## config.mk

```make
export PLATFORM = sky130hd
export DESIGN_NAME = mp_add_seq
export DESIGN_NICKNAME = d
export VERILOG_FILES = /design/src/rtl/mp_add_pkg.sv /design/src/rtl/ripple_adder.sv /design/src/rtl/mp_add_seq.sv
export SDC_FILE = /design/constraint.sdc
export NUM_CORES = 1
export LEC_CHECK = 0
export ABC_CLOCK_PERIOD_IN_PS = 7600
export BUFFER_PORTS_ARGS = -buffer_cell sky130_fd_sc_hd__buf_2
export CAP_MARGIN = 20
export CELL_PAD_IN_SITES_DETAIL_PLACEMENT = 0
export CELL_PAD_IN_SITES_GLOBAL_PLACEMENT = 1
export CORE_ASPECT_RATIO = 2
export CORE_MARGIN = 4
export CORE_UTILIZATION = 47
export CTS_BUF_LIST = sky130_fd_sc_hd__clkbuf_8
export CTS_CLUSTER_DIAMETER = 30
export DETAILED_ROUTE_END_ITERATION = 7
export PLACE_DENSITY_LB_ADDON = 0.1
export SETUP_SLACK_MARGIN = 0.1
export SYNTH_ARGS = -nofsm -noshare
export SYNTH_HDL_FRONTEND = slang
export SYNTH_SLANG_ARGS = --single-unit
```

## constraint.sdc

```tcl
create_clock -name clk -period 7.6 [get_ports clk]
set_input_delay 0 -clock clk [delete_from_list [all_inputs] [get_ports clk]]
set_output_delay 0 -clock clk [all_outputs]
set_load 0.01 [all_outputs]
```

## src/rtl/mp_add_pkg.sv

```systemverilog
// ============================================================================
// Module      : mp_add_pkg
// Description : Shared types and defaults for the multi-precision add/sub
//               sequencer.
// Revision    : 1.0 - initial release
// ============================================================================
`default_nettype none

package mp_add_pkg;

  localparam int STATE_W   = 2;
  localparam int DEF_SIZE  = 8;
  localparam int DEF_WORDS = 4;

  typedef enum logic [STATE_W-1:0] {
    ST_IDLE = 2'd0,
    ST_RUN  = 2'd1,
    ST_DONE = 2'd2
  } state_t;

endpackage

`default_nettype wire

```

## src/rtl/ripple_adder.sv

```systemverilog
// ============================================================================
// Module      : ripple_adder
// Description : size-bit ripple-carry adder built from a full-adder chain.
// Revision    : 1.0 - initial release
// ============================================================================
`default_nettype none

module ripple_adder #(
  parameter int size = 8
) (
  input  logic [size-1:0] a,
  input  logic [size-1:0] b,
  input  logic            cin,
  output logic [size-1:0] s,
  output logic            cout
);

  logic [size:0] w_c;

  assign w_c[0] = cin;

  for (genvar i = 0; i < size; i++) begin : g_fa
    assign s[i]     = a[i] ^ b[i] ^ w_c[i];
    assign w_c[i+1] = (a[i] & b[i]) | (w_c[i] & (a[i] ^ b[i]));
  end

  assign cout = w_c[size];

endmodule

`default_nettype wire

```

## src/rtl/mp_add_seq.sv

```systemverilog
// ============================================================================
// Module      : mp_add_seq
// Description : WORDS x SIZE-bit add/subtract, one word per clock through a
//               single SIZE-bit ripple adder, LSW first.
// Revision    : 1.0 - initial release
// ============================================================================
`default_nettype none

module mp_add_seq
  import mp_add_pkg::*;
#(
  parameter int SIZE  = DEF_SIZE,
  parameter int WORDS = DEF_WORDS
) (
  input  logic                  clk,
  input  logic                  rst,
  input  logic                  start,
  input  logic                  sub,
  input  logic [SIZE*WORDS-1:0] a,
  input  logic [SIZE*WORDS-1:0] b,
  output logic                  busy,
  output logic                  done,
  output logic [SIZE*WORDS-1:0] sum,
  output logic                  cout,
  output logic                  ovf
);

  localparam int W    = SIZE * WORDS;
  localparam int IDXW = (WORDS > 1) ? $clog2(WORDS) : 1;
  localparam logic [IDXW-1:0] C_IDX_LAST = IDXW'(WORDS - 1);

  state_t          state_q;
  logic [IDXW-1:0] idx_q;
  logic            carry_q;
  logic [W-1:0]    opa_q;
  logic [W-1:0]    opb_q;
  logic [W-1:0]    sum_q;
  logic [W-1:0]    sum_d;
  logic            amsb_q;
  logic            bmsb_q;
  logic            busy_q;
  logic            done_q;
  logic            cout_q;
  logic            ovf_q;

  logic [SIZE-1:0] w_add_s;
  logic            w_add_co;
  logic            w_ovf_d;

  ripple_adder #(.size(SIZE)) u_adder (
    .a    (opa_q[SIZE-1:0]),
    .b    (opb_q[SIZE-1:0]),
    .cin  (carry_q),
    .s    (w_add_s),
    .cout (w_add_co)
  );

  // Each new word enters at the top so the LSW lands at bit 0 after WORDS shifts.
  if (WORDS == 1) begin : g_one_word
    assign sum_d = w_add_s;
  end else begin : g_multi_word
    assign sum_d = {w_add_s, sum_q[W-1:SIZE]};
  end

  // Evaluated on the final word: w_add_s[SIZE-1] becomes sum[W-1].
  assign w_ovf_d = (amsb_q == bmsb_q) && (w_add_s[SIZE-1] != amsb_q);

  always_ff @(posedge clk or posedge rst) begin
    if (rst) begin
      state_q <= ST_IDLE;
      idx_q   <= '0;
      carry_q <= 1'b0;
      opa_q   <= '0;
      opb_q   <= '0;
      sum_q   <= '0;
      amsb_q  <= 1'b0;
      bmsb_q  <= 1'b0;
      busy_q  <= 1'b0;
      done_q  <= 1'b0;
      cout_q  <= 1'b0;
      ovf_q   <= 1'b0;
    end else begin
      case (state_q)
        ST_RUN: begin
          opa_q   <= opa_q >> SIZE;
          opb_q   <= opb_q >> SIZE;
          sum_q   <= sum_d;
          carry_q <= w_add_co;
          idx_q   <= idx_q + IDXW'(1);
          if (idx_q == C_IDX_LAST) begin
            state_q <= ST_DONE;
            busy_q  <= 1'b0;
            done_q  <= 1'b1;
            cout_q  <= w_add_co;
            ovf_q   <= w_ovf_d;
          end
        end
        default: begin
          done_q <= 1'b0;
          if (start) begin
            state_q <= ST_RUN;
            busy_q  <= 1'b1;
            opa_q   <= a;
            opb_q   <= sub ? ~b : b;
            amsb_q  <= a[W-1];
            bmsb_q  <= sub ? ~b[W-1] : b[W-1];
            carry_q <= sub;
            idx_q   <= '0;
          end else begin
            state_q <= ST_IDLE;
          end
        end
      endcase
    end
  end

  assign busy = busy_q;
  assign done = done_q;
  assign sum  = sum_q;
  assign cout = cout_q;
  assign ovf  = ovf_q;

endmodule

`default_nettype wire
```

* After elaboration in Yosys (flattened, before gate mapping) *
Cells that the tools add are included.

word-level totals
  register bits = 107
  bits of input ports = 68
  output and inout bits = 36
  logic and storage cells = 84

operators by class
  add/subtract/negate cells = 1
  equality and inequality tests = 5
  mux-type cells = 18
  bitwise gates (word level) = 43
  reductions and logical operators = 5

operator list
  operator                                                          count
  32-bit 2-to-1 mux                                                 5
  32-bit NOT                                                        1
  1-bit bitwise AND                                                 16
  1-bit XOR                                                         16
  1-bit 2-to-1 mux                                                  9
  2-bit 2-to-1 mux                                                  4
  1-bit bitwise OR                                                  8
  2-bit AND reduction                                               3
  2-bit by 1-bit adder with 2-bit output (second input constant)    1
  2-bit by 1-bit == test with 1-bit output (second input constant)  1
  2-bit == test (second input constant)                             1
  2-bit != test (second input constant)                             1
  1-bit NOT                                                         2
  2-bit nonzero test                                                1
  1-bit == test                                                     1
  1-bit logical AND                                                 1
  1-bit != test                                                     1

* Depth between registers and ports, before layout *
Gate-level depths: netlist of the first run.

  depth in word-level cells = 18
  gate-level depth with buffers = 13

* By module *
A second synthesis of the first run with hierarchy kept.

second synthesis, totals
  cells, all modules = 487
  area total of the unflattened synthesis = 5072.4 µm²

modules (own cells, without submodules)
  module        instances  cells each  area each (µm²)  sequential area each (µm²)
  mp_add_seq    1          469         4874.7           2652.5
  ripple_adder  1          18          197.7            0.0

* Worst setup path before layout of the first run *
Ideal clock, no wire load.

  path type = register to register
  start point = register carry_q
  end point = register ovf_q (netlist: ovf)
  library setup time = 0.082 ns
  arrival time = 3.834 ns
  setup slack = 3.684 ns
  stages on the path, launching flop included = 14
  period minus slack after synthesis = 3.916 ns
  cell sequence = dfrtp_1 fa_1 inv_1 fa_1 inv_1 fa_1 fa_1 fa_1 fa_1 fa_1 inv_1 fa_1 or3_1 a31oi_1

between the ends
  longest elaborated chain between the ends = 17

ends and longest elaborated chain
  what                      RTL line            RTL
  start: declaration        mp_add_seq.sv:34    logic carry_q;
  start signal: assignment  mp_add_seq.sv:88    carry_q <= w_add_co;
  start signal: assignment  mp_add_seq.sv:107   carry_q <= sub;
  1-bit bitwise AND         ripple_adder.sv:24  assign w_c[i+1] = (a[i] & b[i]) | (w_c[i] & (a[i] ^ b[i]));
  1-bit bitwise OR          ripple_adder.sv:24
  1-bit bitwise AND         ripple_adder.sv:24
  1-bit bitwise OR          ripple_adder.sv:24
  1-bit bitwise AND         ripple_adder.sv:24
  1-bit bitwise OR          ripple_adder.sv:24
  1-bit bitwise AND         ripple_adder.sv:24
  1-bit bitwise OR          ripple_adder.sv:24
  1-bit bitwise AND         ripple_adder.sv:24
  1-bit bitwise OR          ripple_adder.sv:24
  1-bit bitwise AND         ripple_adder.sv:24
  1-bit bitwise OR          ripple_adder.sv:24
  1-bit bitwise AND         ripple_adder.sv:24
  1-bit bitwise OR          ripple_adder.sv:24
  1-bit XOR                 ripple_adder.sv:23  assign s[i] = a[i] ^ b[i] ^ w_c[i];
  1-bit != test             mp_add_seq.sv:66    assign w_ovf_d = (amsb_q == bmsb_q) && (w_add_s[SIZE-1] != amsb_q);
  1-bit logical AND         mp_add_seq.sv:66
  end signal: assignment    mp_add_seq.sv:95    ovf_q <= w_ovf_d;
  end: declaration          mp_add_seq.sv:44    logic ovf_q;

Every way passes these cells.
A chain may end at the register's enable or synchronous reset.

* Final worst setup path of the first run *
Ends and elaborated chain as after synthesis.

==> summary.txt, run 1 <==
Logic synthesis
  • Avg Synthesized Cell Area: 10.3 um2
  • EDFF count, synth: 0
  • Mapped cell area: 4970 um2
  • Commonest cells post-synth: nand2_1 (146), dfrtp_1 (106), mux2i_1 (56)
  • Count leader, synth: nand2_1
  • Cells after synthesis: 483
  • Register area share after synthesis: 53.3%
  • Syn nets: 560
  • Ys async rst share: 100%
  • Share of the synthesized area in the top cell type: 53.3%
  • Area leader, netlist: dfrtp_1
  • Largest cells by area after synthesis: dfrtp_1 (53%), mux2i_1 (11%), nand2_1 (11%)
  • Predominant post-synthesis flop cell: dfrtp_1
  • #FFs+latches synth: 106
  • YS warnings: 0
  • Netlist cell types: 25

STA
  • Worst Skew: 13.4 ps
  • Max Freq: 0.237 GHz
  • Slew HR: 30.2%
  • Setup-violating endpoint count in the final report: 0
  • Fin crit share: 55.5%
  • Post-layout minimum cycle time: 4220 ps
  • Worst slew pin tran: 1050 ps
  • Final Hold Viols: 0
  • Setup TNS Final: 0 ps
  • Slew Limit Fails: 0
  • Unrepaired setup endpoints after global routing: false

Finish
  • Layout cells sized above 1: 20.5%
  • Non-Filler Instances: 754
  • Antenna diodes: 0
  • Final instance area: 6150 um2
  • Layout area overhead: 23.6%
  • Nets: 692
  • Post-layout util: 60.2%
  • Fillers: 961

Status
  • Outcome: complete, no violations

Placement
  • Final Wtd Congestion: 0.770
  • # port buffers: 103
  • Detail Placement HPWL: 7170 um
  • Cell Area, Placed: 5460 um2
  • Placed Cells: 692

Global routing
  • Vias in the first global route: 3746
  • Met1 Use GR: 23.5%
  • Met3 usage: 3.04%
  • M2 GR Usage: 30.9%
  • Gr busiest metal: met2
  • Tot GR Track Use: 18.7%
  • First-pass GRT wire length: 18100 um
  • Largest net degree at the start of global routing: 122
  • Initial antenna violation count: 0
  • Remaining global-route overflow: 0

Floorplanning
  • Initial Utilization: 48.7%
  • Die X: 80.8 um
  • Die footprint: 12400 um2
  • Die Span Y: 153 um
  • Core area: 10200 um2
  • Rows: 52
  • Ports: 104

Clocking
  • Buffer levels on the longest clock path: 2
  • CTS tree: done
  • Htree depth: 3
  • Worst skew pair latency: 360 ps
  • Clock-pin slew on the worst setup and hold paths: 100 ps
  • Num CTS Buffers: 9
  • CTS Sinks: 106
  • CTS root buf: clkbuf_8
  • Post-CTS Resized: 0

Power and ir drop
  • Leak pwr: 3.16 nW
  • VDD IR max: 0.223 mV
  • Total power: 2.08 mW
  • PD cells: 339 nW/um2

Setup path
  • CP Data Arrival Time: 4490 ps
  • Worst R2R Setup Slack: 3380 ps
  • Critical Path RT: 7870 ps
  • Crit path max fanout: 3
  • Crit path capture type: flip-flop
  • Setup crit start kind: flip-flop
  • Critical path class: flip-flop to flip-flop

Detailed routing
  • Via count: 3650
  • Drt pass-1 iters: 4
  • Initial drt markers: 134
  • DRT Wirelength: 10800 um
  • Number of remaining DRC errors: 0
  • Routed Antenna Nets: 0
  • Vias/cell: 4.84
  • Wirelength per Cell: 14.4 um

Job
  • Max cap viols: 0

Hold path
  • HP Class: input pin to flip-flop
[area by class of cell]
type,count,area [um2],share of cell area [%]
flip-flops and latches,106,2650,43.1
clock inverters,4,51.3,0.834
inverters,9,36.3,0.590
repair buffers,154,1040,16.8
multi-input cells,335,2050,33.4
well taps,135,169,2.75
clock buffers,11,151,2.46
[through the flow]
| stage | hold slack [ps] | worst slack, ps |
|---|---|---|
| final | 19.6 | 3380 |
| after global routing | 23.3 | 3190 |
| after CTS | 0.386 | 3360 |
| after detailed placement | 0.681 | 3380 |
| after global placement | -3.71 | 3440 |
| after floorplan | 150 | 3680 |
[critical path, stage by stage, from the launching register on]
cell and delay [ps]:
dfrtp_1 400, fa_1 410, inv_1 80, fa_1 160, inv_1 50, fa_1 400, fa_1 400, fa_1 410
fa_1 410, fa_1 420, inv_1 90, fa_1 440, or3_1 320, a31oi_1 160
[flip-flops by register name, indices dropped and copies added (netlist names), 2 cells and up]
register	cells
idx_q	2
opa_q	32
opb_q	32
sum	32
[routing by layer]
layer,part of all wire (%),up-vias
met5,0,-
met1,41,1720
met3,4.1,17
met4,3.1,0
met2,51,84
li1,-,1829
[worst paths after layout]
path,start,endpoint,cells past startpoint
max,carry_q,ovf,13
min,b[31],opb_q[31],3
max reg2reg,carry_q,ovf,13
min reg2reg,sum[1],sum[1],2
max in group asynchronous,rst,ovf,5
min in group asynchronous,rst,sum[28],3
[cells by family after synthesis]
kind of cell / after synthesis / share of synthesized area, %
AOI/OAI and AO/OA: 65 / 7.04
xor gates and xnor gates: 32 / 5.63
adders and majority gates: 9 / 3.47
buffers and inverters: 42 / 5.38
DFF: 106 / 53.3
muxes: 58 / 11.7
and+or+nand+nor: 171 / 13.4
[cells in the final DEF (no fill, tap or decap), types with 2 or more instances in the layout]
cell and n:
a211oi_1 9, a21oi_1 3, a31oi_1 2, buf_2 102
buf_4 5, clkbuf_8 11, dfrtp_1 106, dlygate4sd3_1 46
fa_1 8, inv_1 8, mux2_2 2, mux2i_1 56
nand2_1 146, nand3b_1 2, nor2_1 18, o21ai_0 51
xnor2_1 8, xor2_1 24
[what timing repair did]
item,in CTS,in global routing
hold buffers,46,0
buffers inserted,0,0
hold endpoints to repair,72,0
endpoints found under the setup margin,0,0
[power by group]
part / leakage, nW / internal (mW) / total [mW] / switching, mW
registers: 1.36 / 0.803 / 0.951 / 0.149
logic: 1.70 / 0.303 / 0.777 / 0.474
clock network: 0.101 / 0.169 / 0.355 / 0.186
(Power assumes the default switching activity.)
==> inputs of run 2 (changes only) <==
--- a/config.mk
+++ b/config.mk
@@ -5,14 +5,14 @@
 export SDC_FILE = /design/constraint.sdc
 export NUM_CORES = 1
 export LEC_CHECK = 0
-export ABC_CLOCK_PERIOD_IN_PS = 7600
+export ABC_CLOCK_PERIOD_IN_PS = 3600
 export BUFFER_PORTS_ARGS = -buffer_cell sky130_fd_sc_hd__buf_2
 export CAP_MARGIN = 20
 export CELL_PAD_IN_SITES_DETAIL_PLACEMENT = 0
 export CELL_PAD_IN_SITES_GLOBAL_PLACEMENT = 1
 export CORE_ASPECT_RATIO = 2
 export CORE_MARGIN = 4
-export CORE_UTILIZATION = 47
+export CORE_UTILIZATION = 39
 export CTS_BUF_LIST = sky130_fd_sc_hd__clkbuf_8
 export CTS_CLUSTER_DIAMETER = 30
 export DETAILED_ROUTE_END_ITERATION = 7
==> constraint.sdc (replaced) <==
create_clock -name clk -period 3.6 [get_ports clk]
set_input_delay 0 -clock clk [delete_from_list [all_inputs] [get_ports clk]]
set_output_delay 0 -clock clk [all_outputs]
set_load 0.01 [all_outputs]
==> run 2 against run 1 <==
First-iteration DRC count increased by 19%; count of clock-buffer cells in the layout unchanged; combinational power is 120% higher; final area is 1.7% higher; critical path depth did not move; flip-flop and latch count unchanged; non-clock buffer count grew 8; via count grew 0.96%; critical path type unchanged; the flow now finishes with violations (negative setup slack); register-to-register slack lost 3600 ps; highest routed layer unchanged.
==> summary.txt, run 2 (synthesized netlist as in run 1, its figures left out) <==
Floorplanning
  • Ports: 104
  • Die Span Y: 168 um
  • Core area: 12600 um2
  • Die X: 87.9 um
  • Initial Utilization: 39.6%
  • Die footprint: 14700 um2
  • Rows: 58

Clocking
  • Buffer levels on the longest clock path: 2
  • Num CTS Buffers: 9
  • Worst skew pair latency: 360 ps
  • CTS Sinks: 106
  • Clock-pin slew on the worst setup and hold paths: 100 ps
  • CTS root buf: clkbuf_8
  • CTS tree: done
  • Htree depth: 3

STA
  • Final Hold Viols: 0
  • Max Freq: 0.259 GHz
  • Slew HR: 40.1%
  • Setup-violating endpoint count in the final report: 2
  • Post-layout minimum cycle time: 3860 ps
  • Worst Skew: 14.8 ps
  • Worst slew pin tran: 899 ps
  • Setup TNS Final: -285 ps
  • Fin crit share: 107%
  • Unrepaired setup endpoints after global routing: true
  • Slew Limit Fails: 0
  • Final setup slack of the worst path: -261 ps

Hold path
  • HP Class: input pin to flip-flop

Status
  • Outcome: complete, but fails checks
  • Violated checks: negative setup slack

Setup path
  • Setup crit start kind: flip-flop
  • Crit path max fanout: 2
  • CP Data Arrival Time: 4150 ps
  • Crit path capture type: flip-flop
  • Critical Path RT: 3890 ps
  • Critical path class: flip-flop to flip-flop

Job
  • Max cap viols: 0

Detailed routing
  • Routed Antenna Nets: 0
  • Via count: 3685
  • Number of remaining DRC errors: 0
  • Wirelength per Cell: 14.4 um
  • DRT Wirelength: 11200 um
  • Drt pass-1 iters: 5
  • Initial drt markers: 160
  • Vias/cell: 4.74

Finish
  • Layout cells sized above 1: 22.5%
  • Nets: 700
  • Fillers: 1206
  • Layout area overhead: 25.7%
  • Commonest non-fill, non-tap cell in the layout: nand2_1
  • Commonest cells after routing, fill and taps aside: nand2_1 (146), dfrtp_1 (106), buf_2 (102)
  • Final instance area: 6250 um2
  • Non-Filler Instances: 778
  • Antenna diodes: 0

Global routing
  • First-pass GRT wire length: 18600 um
  • Largest net degree at the start of global routing: 84
  • Remaining global-route overflow: 0
  • Vias in the first global route: 3735
  • Tot GR Track Use: 16.0%
  • Initial antenna violation count: 0

Placement
  • Placed Cells: 711
  • Cell Area, Placed: 5530 um2
  • Detail Placement HPWL: 7590 um
  • Post-Place Setup Slack: -410 ps
  • Final Wtd Congestion: 0.762
  • # port buffers: 103

Power and ir drop
  • PD cells: 710 nW/um2
  • VDD IR max: 0.523 mV
  • Leak pwr: 3.18 nW
run 2: path summary, 6_finish.rpt:
kind / start / end / slack [ps] / depth (start not counted)
worst max-delay path: carry_q / ovf / -260 / 13
worst min-delay path: b[31] / bmsb_q / 10 / 3
worst max register to register: carry_q / ovf / -260 / 13
worst min register to register: sum[6] / sum[6] / 470 / 2
max in group asynchronous: rst / opa_q[18] / 2420 / 5
min in group asynchronous: rst / sum[12] / 170 / 3
run 2: metrics by stage:
stage / hold WS, ps / power (mW) / util, %
final: 11.9 / 4.44 / 49.8
after global routing: 12.5 / 4.90 / 49.8
after CTS: 1.65 / 4.52 / 49.6
after detailed placement: 257 / 3.76 / 44.0
after global placement: 249 / 3.70 / 44.0
after floorplan: 150 / 3.22 / -
run 2: repair_timing:
item                                   CTS  global route
setup endpoints to repair                2             2
buffers inserted                         0             0
hold buffers                            50             0
pin swaps                                2             2
resized for setup                        8             1
endpoints found under the hold margin  131             0
run 2: final cells by class:
cell class                      instances  area [um2]  share of cell area, %
Clock buffer                           11         151                   2.42
Clock inverter                          5        31.3                  0.500
Inverter                                9        36.3                  0.580
Multi-Input combinational cell        335        2080                   33.2
Sequential cell                       106        2650                   42.4
Tap cell                              150         188                   3.00
Timing Repair Buffer                  162        1120                   17.9
run 2: report_power, final:
part | internal (mW) | total (mW) | switching, mW
clock | 0.287 | 0.688 | 0.401
sequential | 1.69 | 2.02 | 0.327
combinational | 0.706 | 1.73 | 1.03
total | 2.69 | 4.44 | 1.75
run 2: worst max-delay path, stage by stage, from the launching register on:
cell     delay, ps
dfrtp_1        410
fa_2           390
inv_2           60
fa_2           180
inv_2           40
fa_2           330
fa_2           350
fa_2           350
fa_2           370
fa_2           360
inv_2           60
fa_1           420
or3_1          320
a31oi_1        150
run 2: routing by layer:
metal | track usage (%) | share of wire (%) | routed length, um
met1 | 20.3 | 42 | 4640
met2 | 27.3 | 53 | 5880
met3 | 2.86 | 4.3 | 483
met4 | 5.14 | 1.5 | 173
met5 | 0 | 0 | 0
==> inputs of run 3 (changes only) <==
--- a/config.mk
+++ b/config.mk
@@ -17,7 +17,7 @@
 export CTS_CLUSTER_DIAMETER = 30
 export DETAILED_ROUTE_END_ITERATION = 7
 export PLACE_DENSITY_LB_ADDON = 0.1
-export SETUP_SLACK_MARGIN = 0.1
+export SETUP_SLACK_MARGIN = 0.15
 export SYNTH_ARGS = -nofsm -noshare
 export SYNTH_HDL_FRONTEND = slang
 export SYNTH_SLANG_ARGS = --single-unit
==> run 3 against run 2 <==
The run still ends with negative setup slack left; register-to-register slack barely moved; count of clock-buffer cells in the layout fell by 1; routed wire length rose by 1.0%; via count fell by 0.35%; cell count rose by 0.39%; largest power group unchanged.
==> summary.txt, run 3 (synthesized netlist as in run 1, its figures left out) <==
Setup path
  • Setup crit start kind: flip-flop
  • CP Data Arrival Time: 4140 ps
  • Worst R2R Setup Slack: -250 ps
  • Critical Path End: ovf
  • Crit path capture type: flip-flop
  • Worst path depth: 13
  • Most used cell, CP: fa_2
  • CP cell instances: fa_2 -> inv_2 -> fa_1 -> inv_2 -> fa_2 -> fa_2 -> fa_2 -> fa_2 -> fa_2 -> inv_2 -> fa_1 -> or3_1 -> a31oi_1
  • Critical Path RT: 3890 ps
  • Reg2reg start: carry_q
  • CP top delay family: adder cells
  • CP Buf/Inv Count: 3
  • Worst r2r dst: ovf
  • Crit path from: carry_q
  • Critical path's slowest cell: dfrtp_1
  • R2R depth: 13
  • Critical path class: flip-flop to flip-flop
  • Crit path max fanout: 2
  • Critical Path Max Stage Delay: 410 ps

STA
  • Post-layout minimum cycle time: 3850 ps
  • Worst slew pin tran: 908 ps
  • Unrepaired setup endpoints after global routing: true
  • Fin crit share: 107%
  • Slew Limit Fails: 0
  • Worst Skew: 5.90 ps
  • Final setup slack of the worst path: -247 ps
  • Slew HR: 39.5%
  • Max Freq: 0.260 GHz
  • Final Hold Viols: 0
  • Worst hold slack: 15.0 ps
  • Setup-violating endpoint count in the final report: 2

Power and ir drop
  • Sw power: 1.74 mW
  • Clock network power share: 17.9%
  • Leak pwr: 3.20 nW
  • VDD IR max: 0.650 mV
  • Combinational Power Share: 37.7%
  • Total power: 4.52 mW
  • Switch share: 38.5%
  • Seq pwr share: 44.4%
  • PD cells: 719 nW/um2
  • Internal power: 2.78 mW

Finish
  • Post-layout util: 50.0%
  • Commonest non-fill, non-tap cell in the layout: nand2_1
  • Fillers: 1214
  • Final instance area: 6280 um2
  • Layout area overhead: 26.3%
  • Layout cells sized above 1: 22.2%
  • Commonest cells after routing, fill and taps aside: nand2_1 (146), dfrtp_1 (106), buf_2 (102)
  • Nets: 703
  • Antenna diodes: 0

Status
  • Outcome: complete, but fails checks
  • Violated checks: negative setup slack

Hold path
  • HP Class: input pin to flip-flop
  • Hold Path Stages: 4

Placement
  • Cell Area, Placed: 5530 um2
  • # port buffers: 103
  • Detail Placement HPWL: 7640 um
  • Post-Place Setup Slack: -381 ps
  • Final Wtd Congestion: 0.755

Global routing
  • Vias in the first global route: 3771
  • Largest net degree at the start of global routing: 85
  • Tot GR Track Use: 16.3%
  • Remaining global-route overflow: 0
  • First-pass GRT wire length: 18800 um
  • Initial antenna violation count: 0

Detailed routing
  • Via count: 3672
  • Wirelength per Cell: 14.5 um
  • Initial drt markers: 160
  • DRT Wirelength: 11300 um
  • Number of remaining DRC errors: 0
  • Vias/cell: 4.70
  • Routed Antenna Nets: 0
  • Drt pass-1 iters: 4

Floorplanning
  • Core area: 12600 um2
  • Die X: 87.9 um
  • Die Span Y: 168 um
  • Die footprint: 14700 um2
  • Ports: 104
  • Initial Utilization: 39.6%
  • Rows: 58

Clocking
  • Num CTS Buffers: 9
  • Post-CTS Setup Inserts: 0
  • Clock-pin slew on the worst setup and hold paths: 100 ps
  • CTS Sinks: 106
  • Buffer levels on the longest clock path: 2
  • Htree depth: 3
  • Worst skew pair latency: 360 ps
  • CTS root buf: clkbuf_8
  • CTS tree: done

Job
  • Max cap viols: 0
## run 3: changes by cell type in the layout (fill, tap and decap cells not counted), sizes merged
cell and change:
bufinv +2, clkinvlp -1, clkbuf -1, inv -1
clkinv +1, dlygate4sd3 +3
## run 3: routing by layer
layer / part of all wire [%] / vias up / global-route usage [%]
li1: - / 1854 / -
met1: 42 / 1720 / 20.8
met2: 50 / 80 / 26.5
met3: 3.9 / 18 / 2.31
met4: 3.7 / 0 / 8.22
met5: 0 / - / 0
## run 3: per-stage QoR
stage	setup TNS, ps	std cells
6_report	-281	781
5_1_grt	-568	781
4_1_cts	-347	780
3_5_place_dp	-544	712
3_3_place_gp	-509	712
2_1_floorplan	-157	483
## run 3: how the worst min path moves through the flow
stage | from | end | slack, ps
5_1_grt | b[6] | opb_q[6] | 20
3_3_place_gp | rst | sum[12] | 240
2_1_floorplan | a[31] | amsb_q | 150
3_5_place_dp | rst | sum[12] | 240
4_1_cts | b[19] | opb_q[19] | 3
6_report | b[19] | opb_q[19] | 10
## run 3: layout make-up
type | count | area, um2 | share of cell area [%]
Clock buffer | 10 | 138 | 2.19
Tap cell | 150 | 188 | 2.99
Sequential cell | 106 | 2650 | 42.2
Multi-Input combinational cell | 335 | 2070 | 32.9
Inverter | 9 | 36.3 | 0.578
Clock inverter | 6 | 81.3 | 1.29
Timing Repair Buffer | 165 | 1120 | 17.8
## run 3: worst min-delay path: stages
cell,delay (ps)
buf_2,80
xor2_1,60
mux2i_1,120
o21ai_0,80
## run 3: power by group through the flow
stage / registers, mW / clock network (mW) / logic, mW
2_1_floorplan: 2.05 / 0 / 1.17
3_3_place_gp: 2.03 / 0 / 1.65
3_5_place_dp: 2.04 / 0 / 1.69
4_1_cts: 2.02 / 0.843 / 1.75
5_1_grt: 2.08 / 0.882 / 2.00
6_report: 2.01 / 0.809 / 1.70
## run 3: repair_timing
action                                 CTS  global route
gates resized for setup                  5             0
setup endpoints to repair                2             2
endpoints found under the hold margin  119             1
hold buffers                            52             1
